[src/rtl/wb_sched.sv]
// Write-back scheduler and busy-bit scoreboard for the 32x64 register file.
//
// Purpose:
//   Round-robin arbiter that merges ALU and LSU write-back results onto the
//   register file's single write port, plus a per-register busy scoreboard
//   that decode uses to stall on RAW hazards.
//
// Ports:
//   clk, rst                        clock, async active-high reset
//   alu_valid/alu_rd/alu_data       ALU write-back request
//   alu_ready                       ALU request accepted this cycle (comb)
//   lsu_valid/lsu_rd/lsu_data       LSU write-back request
//   lsu_ready                       LSU request accepted this cycle (comb)
//   issue_valid/issue_rd            decode marks issue_rd as pending
//   chk_rs1/chk_rs2                 source registers to check
//   rs1_busy/rs2_busy               source has a pending write (comb)
//   w_reg/w_data/w_en               registered register file write port
module wb_sched #(
   parameter int NREG = 32,
   parameter int AW   = 5,
   parameter int DW   = 64
) (
   input  logic          clk,
   input  logic          rst,
   input  logic          alu_valid,
   input  logic [AW-1:0] alu_rd,
   input  logic [DW-1:0] alu_data,
   output logic          alu_ready,
   input  logic          lsu_valid,
   input  logic [AW-1:0] lsu_rd,
   input  logic [DW-1:0] lsu_data,
   output logic          lsu_ready,
   input  logic          issue_valid,
   input  logic [AW-1:0] issue_rd,
   input  logic [AW-1:0] chk_rs1,
   input  logic [AW-1:0] chk_rs2,
   output logic          rs1_busy,
   output logic          rs2_busy,
   output logic [AW-1:0] w_reg,
   output logic [DW-1:0] w_data,
   output logic          w_en
);

   localparam logic SRC_ALU = 1'b0;
   localparam logic SRC_LSU = 1'b1;

   logic            last;
   logic [NREG-1:0] busy;
   logic [NREG-1:0] busy_next;
   logic [NREG-1:0] set_mask;
   logic [NREG-1:0] clr_mask;
   logic            xfer;
   logic [AW-1:0]   win_rd;
   logic [DW-1:0]   win_data;

   // On a tie the source that did not win last time is granted.
   always_comb begin
      alu_ready = alu_valid && (!lsu_valid || last == SRC_LSU);
      lsu_ready = lsu_valid && (!alu_valid || last == SRC_ALU);
      xfer      = alu_ready || lsu_ready;
      win_rd    = alu_ready ? alu_rd   : lsu_rd;
      win_data  = alu_ready ? alu_data : lsu_data;
   end

   // Set is OR'd in after the clear so a newer producer of the same register
   // keeps it busy. x0 is never marked.
   always_comb begin
      set_mask = '0;
      clr_mask = '0;
      if (issue_valid && issue_rd != '0)
         set_mask[issue_rd] = 1'b1;
      if (w_en)
         clr_mask[w_reg] = 1'b1;
      busy_next = (busy & ~clr_mask) | set_mask;
   end

   // No bypass: the register stays busy during its own w_en cycle.
   always_comb begin
      rs1_busy = busy[chk_rs1] && chk_rs1 != '0;
      rs2_busy = busy[chk_rs2] && chk_rs2 != '0;
   end

   always_ff @(posedge clk or posedge rst) begin
      if (rst) begin
         last   <= SRC_LSU;
         busy   <= '0;
         w_en   <= 1'b0;
         w_reg  <= '0;
         w_data <= '0;
      end else begin
         busy <= busy_next;
         // x0 results are consumed but never written.
         w_en <= xfer && win_rd != '0;
         if (xfer) begin
            w_reg  <= win_rd;
            w_data <= win_data;
            last   <= lsu_ready ? SRC_LSU : SRC_ALU;
         end
      end
   end

endmodule

[config.mk]
export PLATFORM = sky130hd
export DESIGN_NAME = wb_sched
export DESIGN_NICKNAME = d
export VERILOG_FILES = /design/src/rtl/wb_sched.sv
export SDC_FILE = /design/constraint.sdc
export NUM_CORES = 1
export LEC_CHECK = 0
export CORE_MARGIN = 5
export CORE_UTILIZATION = 30
export CTS_CLUSTER_DIAMETER = 30
export CTS_CLUSTER_SIZE = 14
export DETAILED_ROUTE_END_ITERATION = 16
export PLACE_DENSITY_LB_ADDON = 0.05
export SYNTH_ARGS = -nofsm -noshare
export SYNTH_HDL_FRONTEND = slang
export SYNTH_SLANG_ARGS = --single-unit
[constraint.sdc]
create_clock -name clk -period 4.3 [get_ports clk]
set_input_delay 1.075 -clock clk [delete_from_list [all_inputs] [get_ports clk]]
set_output_delay 1.075 -clock clk [all_outputs]
set_load 0.01 [all_outputs]
# Word level (Yosys, flattened, before mapping)
# Index checks and enable logic that the tools add are counted.
[word_totals] register_bits=103 input_bits=158 output_inout_bits=74 wordCells=45
[classes] magnitude_cmp=6 muxes=13 n_bitwise=4 reduce_logical=17
[ops] cell="32-bit 2-to-1 mux" count=2
[ops] cell="64-bit 2-to-1 mux" count=1
[ops] cell="32-bit bitwise AND" count=1
[ops] cell="32-bit inverter" count=1
[ops] cell="32-bit OR" count=1
[ops] cell="5-bit by 6-bit less-than comparator with 1-bit output (second input constant)" count=4
[ops] cell="5-bit nonzero test" count=4
[ops] cell="1-bit binary-select mux with 5-bit select" count=2
[ops] cell="1-bit demux with 5-bit select" count=2
[ops] cell="5-bit by 1-bit >= comparator with 1-bit output (second input constant)" count=2
[ops] cell="1-bit logical AND" count=8
[ops] cell="1-bit 2-to-1 mux" count=5
[ops] cell="5-bit 2-to-1 mux" count=1
[ops] cell="1-bit logical OR" count=3
[ops] cell="1-bit zero test" count=2
[ops] cell="1-bit inverter" count=1

# Logic depth before layout (Yosys ltp)
# Gate-level depths: netlist of the first run.
[logic_depth] word_depth=8 depth_mapped=7 mapped_depth_nobuf=4

# Worst setup path before layout of the first run
# No wires, ideal clock.
[synth_path] path_kind="input-to-output" start="in chk_rs1[0]" end="out rs1_busy" t_arrival_ps=2089 required_time_ps=3225 slack_ps=1136 cell_stages=4 path_buffers=1 cell_sequence="buf_2 mux4_2 o211ai_1 nand4_1"
[synth_via] elab_chain_cells=3 elab_cells_between_ends=4 classes_between="mux (2); reduce/logical (2)"
[synth_rtl] item="from (decl)" line_no="35" rtl="input logic [AW-1:0] chk_rs1,"
[synth_rtl] item="1-bit binary-select mux with 5-bit select" line_no="79" rtl="rs1_busy = busy[chk_rs1] && chk_rs1 != '0;"
[synth_rtl] item="1-bit 2-to-1 mux (implied by the code)" line_no="79"
[synth_rtl] item="1-bit logical AND (*)" line_no="79"
[synth_rtl] item="to (decl)" line_no="37" rtl="output logic rs1_busy,"
# Every way passes the cells marked *; elsewhere a longest branch is shown, timed or not. The select of a mux whose other input is x is not followed.

# Worst setup path after layout of the first run
# Same ends and word-level chain as after synthesis.

==> results.tsv, run 1 <==
metric	value	unit
outcome	finished clean	
cts_setup_buffers	0	
fp.coreArea	0.0188	mm^2
largest_reg_flops	64	
fmax	239	MHz
fin_util	45.8	%
maxCapViolCount	0	
reg2reg_from	last	
antenna_found_initial	3	
finClkSkew	9.42	ps
die_h	149	um
dr_total_vias	5769	
critPathBufInv	3	
crit_slowest_cell	mux4_2	
finalWeightedCongestion	0.919	
grt_pass1_vias	6144	
ys_seq_area_share	44.3	%
firstDrtPassIters	5	
slew_headroom	25.3	%
fin_nets	1021	
layout.cells.most_common_list	clkdlybuf4s50_1, dfrtp_1, mux2i_1	
cp-end-kind	primary output	
final_common_cell	clkdlybuf4s50_1	
grt_overflow	0	
port_buffers	231	
critPathLaunchType	input port	
cts_max_level	3	
synth-main-ff-cell	dfrtp_1	
p_leak	3.64	nW
fin_crit_sh	97.1	%
hold_ws	580	ps
vdd_drop_max	0.193	mV
grt_pass1_wl	33.6	mm
clk_pin_slew	70	ps
grtUsageTotal	19.1	%
ant_nets	0	
yosysWarnings	0	
finalHoldViolCount	0	
ctsResizeCount	0	
syn_inst	656	
crit_family	buffers and inverters	
hold_class	flop to flop	
synthArstFlopShare	100	%
path_cells	clkdlybuf4s50_1 > buf_4 > mux4_2 > o211ai_1 > nand4_1 > clkdlybuf4s50_1	
crit_fanout	12	
hpwl	15.2	mm
worstSetupPathType	input port to primary output	
initial_core_util	30.6	%
synth_top_area_share	43.8	%
cts_sinks	102	
row_count	50	
drc	0	
crit_path_frequent_cell	clkdlybuf4s50_1	
cts_hold_buffers	0	
syn_nets	814	
setup_tns	0	ps
rsz0062_at_grt	no	
synth.area.top_cells	dfrtp_1, mux2i_1, nand3_1	
clock_latency	350	ps
cts_tree	yes	
synth_area_per_cell	8.80	um^2
crit_path_max_incr_delay	520	ps
synth_cell_types	36	
viasPerCell	5.11	
die_x	149	um
finalMaxSlewViolations	0	
synth_top_area_cell	dfrtp_1	
report.final.setup_viol	0	
drive_gt1_share	4.95	%
clk_path_buf_depth	2	
grt_max_degree	84	
crit_start	chk_rs1[0]	
wl_per_cell	18.8	um
wirelength	21.2	mm
power_density	391	mW/mm^2
dieArea	0.0221	mm^2
period_needed	4180	ps
crit_arrival	3100	ps
cts-buffers-inserted	9	
critical_path_required	3220	ps
ios	232	
min_from	busy[24]	
synthesis.area	0.00577	mm^2
num-fill-cells	1802	
cts_root_buf	clkbuf_16	
drtIter0Drc	440	
seqCellArea	0.00255	mm^2
tightest_slew	1120	ps
synth_edf_count	0	
multi_input_area	0.00299	mm^2
area_growth	49.4	%
ys_ff_latch	102	
[worst paths after layout]
| check | endpoint | slack, ps | cells past startpoint |
|---|---|---|---|
| worst max-delay path | rs1_busy | 120 | 6 |
| worst min-delay path | busy[24] | 580 | 2 |
| worst max register to register | w_data[62] | 2160 | 5 |
| worst min register to register | busy[24] | 580 | 2 |
| max in group asynchronous | last | 2230 | 3 |
| min in group asynchronous | w_data[62] | 1230 | 2 |
[final cells by class]
class | instances | area share [%]
Antenna cell | 2 | 0.0581
Clock buffer | 10 | 2.77
Clock inverter | 6 | 0.784
Inverter | 5 | 0.247
Multi-Input combinational cell | 501 | 34.7
Sequential cell | 102 | 29.6
Tap cell | 260 | 3.77
Timing Repair Buffer | 244 | 28.0
[report_power, final]
group | internal [W] | switching [W] | total, W | leakage [nW]
clock network | 0.000471 | 0.000389 | 0.000860 | 0.146
registers | 0.00120 | 0.000248 | 0.00145 | 1.18
logic | 0.000571 | 0.000491 | 0.00106 | 2.32
[logic make-up (layout without fill, tap and decap cells)]
| group | count (synthesis) | count (layout) | share of synthesized area, % |
|---|---|---|---|
| AND/OR/NAND/NOR | 256 | 256 | 20.3 |
| AO/OA/AOI/OAI | 151 | 151 | 13.9 |
| flip-flops | 102 | 102 | 44.3 |
| multiplexers | 94 | 94 | 17.5 |
| buffers and inverters | 53 | 265 | 4.03 |
| other | 0 | 2 | 0 |
[metal layers]
metal	vias up	GRT usage (%)	routed length, um
met5	-	0	13
met4	2	8.91	837
met3	53	7.46	1880
met1	2751	23.2	8530
met2	224	29.8	9940
li1	2739	-	-
[stage by stage]
step                cell area [um^2]  setup slack, ps  power, W  std cells
global placement                8310              130   0.00250       1112
CTS                             8610              106   0.00341       1128
global route                    8620             4.17   0.00357       1130
finish                          8620              123   0.00337       1130
floorplan                       5770              551   0.00191        656
detailed placement              8310              112   0.00253       1112
[synth_stat cells (2+ instances only)]
cell      count
a22oi_1       4
clkbuf_1     21
mux4_2        4
mux2i_1      86
nor2b_1      10
nor2_1       77
nand3b_1     10
o21ai_0      59
o21ai_1       6
nand3_1      75
buf_2        18
o311a_1       2
inv_1         5
buf_1         6
or3b_2        3
mux2_2        2
or3b_1        2
nand2b_1      2
or3_1         2
o211ai_1      2
nand2_1      70
buf_4         3
dfrtp_1     101
or4_1         3
a21oi_1      72
[tightest hold or removal path: cells and delay by family (launching register included)]
kind	cells	cell delay, ps
AO/OA/AOI/OAI	2	160
flip-flops	1	380
No activity file was read; power rests on OpenSTA's default activity.
==> run 2, diff against run 1 <==
Settings changed: ABC_AREA set to 1, CAP_MARGIN set to 20.
==> run 2 against run 1 <==
Final area is 3.6% lower. Total power increased by 8.1%. Non-clock buffer count decreased by 3. Sequential share of layout area up 1.4 points. Largest power group unchanged.
==> results.tsv, run 2 <==
metric	value	unit
p_leak	3.59	nW
layout.cells.most_common_list	clkdlybuf4s50_1, nand2_1, nor2_1	
finalMaxSlewViolations	0	
maxCapViolCount	0	
viasPerCell	4.87	
syn_inst	722	
wirelength	19.9	mm
critPathBufInv	4	
synthAdderAreaFrac	0	%
holdPathStages	2	
synth.area.top_cells	dfrtp_1, nand2_1, nor2_1	
die_x	146	um
reg2reg_from	last	
port_buffers	231	
r2r_slack	2320	ps
use_met1	21.8	%
hpwl	14.9	mm
switchingPower	0.00123	W
wl_per_cell	17.0	um
dr_total_vias	5692	
clock_latency	350	ps
crit_arrival	2910	ps
internal_power	0.00242	W
rsz0062_at_grt	no	
synth_xor_area_share	0	%
drtIter0Drc	258	
slew_headroom	48.4	%
critical_path_required	3220	ps
p_comb_share	35.2	%
multi_input_area	0.00246	mm^2
drc	0	
synth_edf_count	0	
cts_max_level	3	
final_common_cell	clkdlybuf4s50_1	
dieArea	0.0214	mm^2
ys_seq_area_share	46.4	%
synth_compound_area_share	19.1	%
crit_path_max_incr_delay	560	ps
drive_gt1_share	6.81	%
cp-end-kind	primary output	
r2r-end	w_en	
syn_nets	880	
synth_top_area_share	45.9	%
clk_pin_slew	70	ps
finalWeightedCongestion	0.933	
use_met3	6.35	%
finClkSkew	10.0	ps
initial_core_util	30.8	%
crit_path_frequent_cell	nand2_1	
min_from	w_data[25]	
grt_max_degree	74	
period_needed	3990	ps
synth-simple-area-share	25.2	%
crit_slowest_cell	clkdlybuf4s50_1	
fp.coreArea	0.0181	mm^2
grt_pass1_wl	31.5	mm
cts_root_buf	clkbuf_16	
seqCellArea	0.00258	mm^2
fin_total_pwr	0.00364	W
die_h	146	um
antenna_found_initial	0	
critPathLaunchType	input port	
place_ws	337	ps
ios	232	
cts-buffers-inserted	9	
path_cells	clkdlybuf4s50_1 > inv_2 > nand3_1 > nand2_1 > nand2_1 > nand2_1 > clkinv_1 > nand2_1 > nand2_1 > nand2_1 > clkdlybuf4s50_1	
firstDrtPassIters	5	
fin_nets	1094	
holdPathEnd	w_data[25]	
fin_util	46.0	%
grtUsageTotal	18.3	%
synthArstFlopShare	100	%
yosysWarnings	0	
hold_class	flop to flop	
rr_worst_depth	8	
yosys.cell_count.top_type	nand2_1	
largest_reg_flops	64	
netlist_top_cells_count	nand2_1, nor2_1, dfrtp_1	
synth_area_per_cell	7.70	um^2
grt_busiest_layer	met2	
num_antenna_cells	0	
hold_ws	483	ps
clk_path_buf_depth	2	
area_growth	49.4	%
crit_fanout	9	
finalHoldViolCount	0	
synth-main-ff-cell	dfrtp_1	
worstSetupPathType	input port to primary output	
muxShareOfSynthArea	0	%
cts_tree	yes	
report.final.setup_viol	0	
synth_cell_types	28	
synth_top_family_by_area	simple AND/OR/NAND/NOR gates	
p_seq_share	38.4	%
ctsResizeCount	0	
ant_nets	0	
fmax	251	MHz
setup_tns	0	ps
crit_family	buffers and inverters	
power_density	438	mW/mm^2
cts_setup_buffers	0	
synthesis.area	0.00556	mm^2
sw_frac_of_total	33.7	%
synth_top_area_cell	dfrtp_1	
p_clk_share	26.3	%
setup_slack	311	ps
vdd_drop_max	0.216	mV
grt_pass1_vias	5836	
num-fill-cells	1793	
cts_hold_buffers	0	
grt_overflow	0	
cts_sinks	103	
fin_crit_sh	92.8	%
tightest_slew	774	ps
met2_usage	30.8	%
outcome	finished clean	
row_count	49	
ys_ff_latch	103	
run 2: changes by cell type after synthesis, moves of 22 or more:
cell and change:
a21oi_1 -36, inv_1 +43, mux2i_1 -86, nand2_1 +101, nor2_1 +27, o21ai_0 -28
o21ai_1 +69, o31ai_2 +22
run 2: area by class of cell:
| class | instances | share of cell area, % |
|---|---|---|
| Clock buffer | 10 | 2.88 |
| Inverter | 60 | 2.85 |
| Tap cell | 229 | 3.45 |
| Multi-Input combinational cell | 521 | 29.7 |
| Clock inverter | 5 | 1.28 |
| Sequential cell | 103 | 31.0 |
| Timing Repair Buffer | 241 | 28.9 |
run 2: tightest hold or removal path: cells and delay by family (launching register included):
family | cells | cell delay [ps]
AO/OA/AOI/OAI | 1 | 50
flip-flops | 1 | 350
AND/OR/NAND/NOR | 1 | 50
run 2: per-layer routing:
| metal | up-vias | share of wire [%] |
|---|---|---|
| li1 | 2787 | - |
| met1 | 2677 | 41 |
| met2 | 205 | 48 |
| met3 | 23 | 8.7 |
| met4 | 0 | 2.0 |
| met5 | - | 0 |
run 2: power groups by stage:
stage / combinational (W) / sequential (W) / clock [W]
2_1_floorplan: 0.000649 / 0.00143 / 0
3_3_place_gp: 0.00129 / 0.00140 / 0
3_5_place_dp: 0.00129 / 0.00141 / 0
4_1_cts: 0.00129 / 0.00140 / 0.000987
5_1_grt: 0.00142 / 0.00144 / 0.00103
6_report: 0.00128 / 0.00140 / 0.000959
run 2: through the flow:
| stage | cell area, um^2 | instances |
|---|---|---|
| 2_1_floorplan | 5560 | 722 |
| 3_5_place_dp | 7970 | 1154 |
| 6_report | 8310 | 1169 |
| 5_1_grt | 8310 | 1169 |
| 4_1_cts | 8310 | 1169 |
| 3_3_place_gp | 7970 | 1154 |
run 2: worst max-delay path by stage:
stage | depth (start not counted) | end | slack, ps | start
after floorplan | 1 | busy[0] | 520 | rst
after global placement | 12 | rs2_busy | 340 | chk_rs2[0]
after detailed placement | 11 | rs2_busy | 340 | chk_rs2[1]
after CTS | 12 | rs2_busy | 330 | chk_rs2[0]
after global routing | 11 | rs2_busy | 160 | chk_rs2[1]
final | 11 | rs2_busy | 310 | chk_rs2[1]
run 2: kinds of logic (layout without fill, tap and decap cells):
group | count (synthesis) | in the layout
buffers and inverters | 98 | 316
AOI/OAI and AO/OA | 174 | 174
and+or+nand+nor | 347 | 347
DFF | 103 | 103
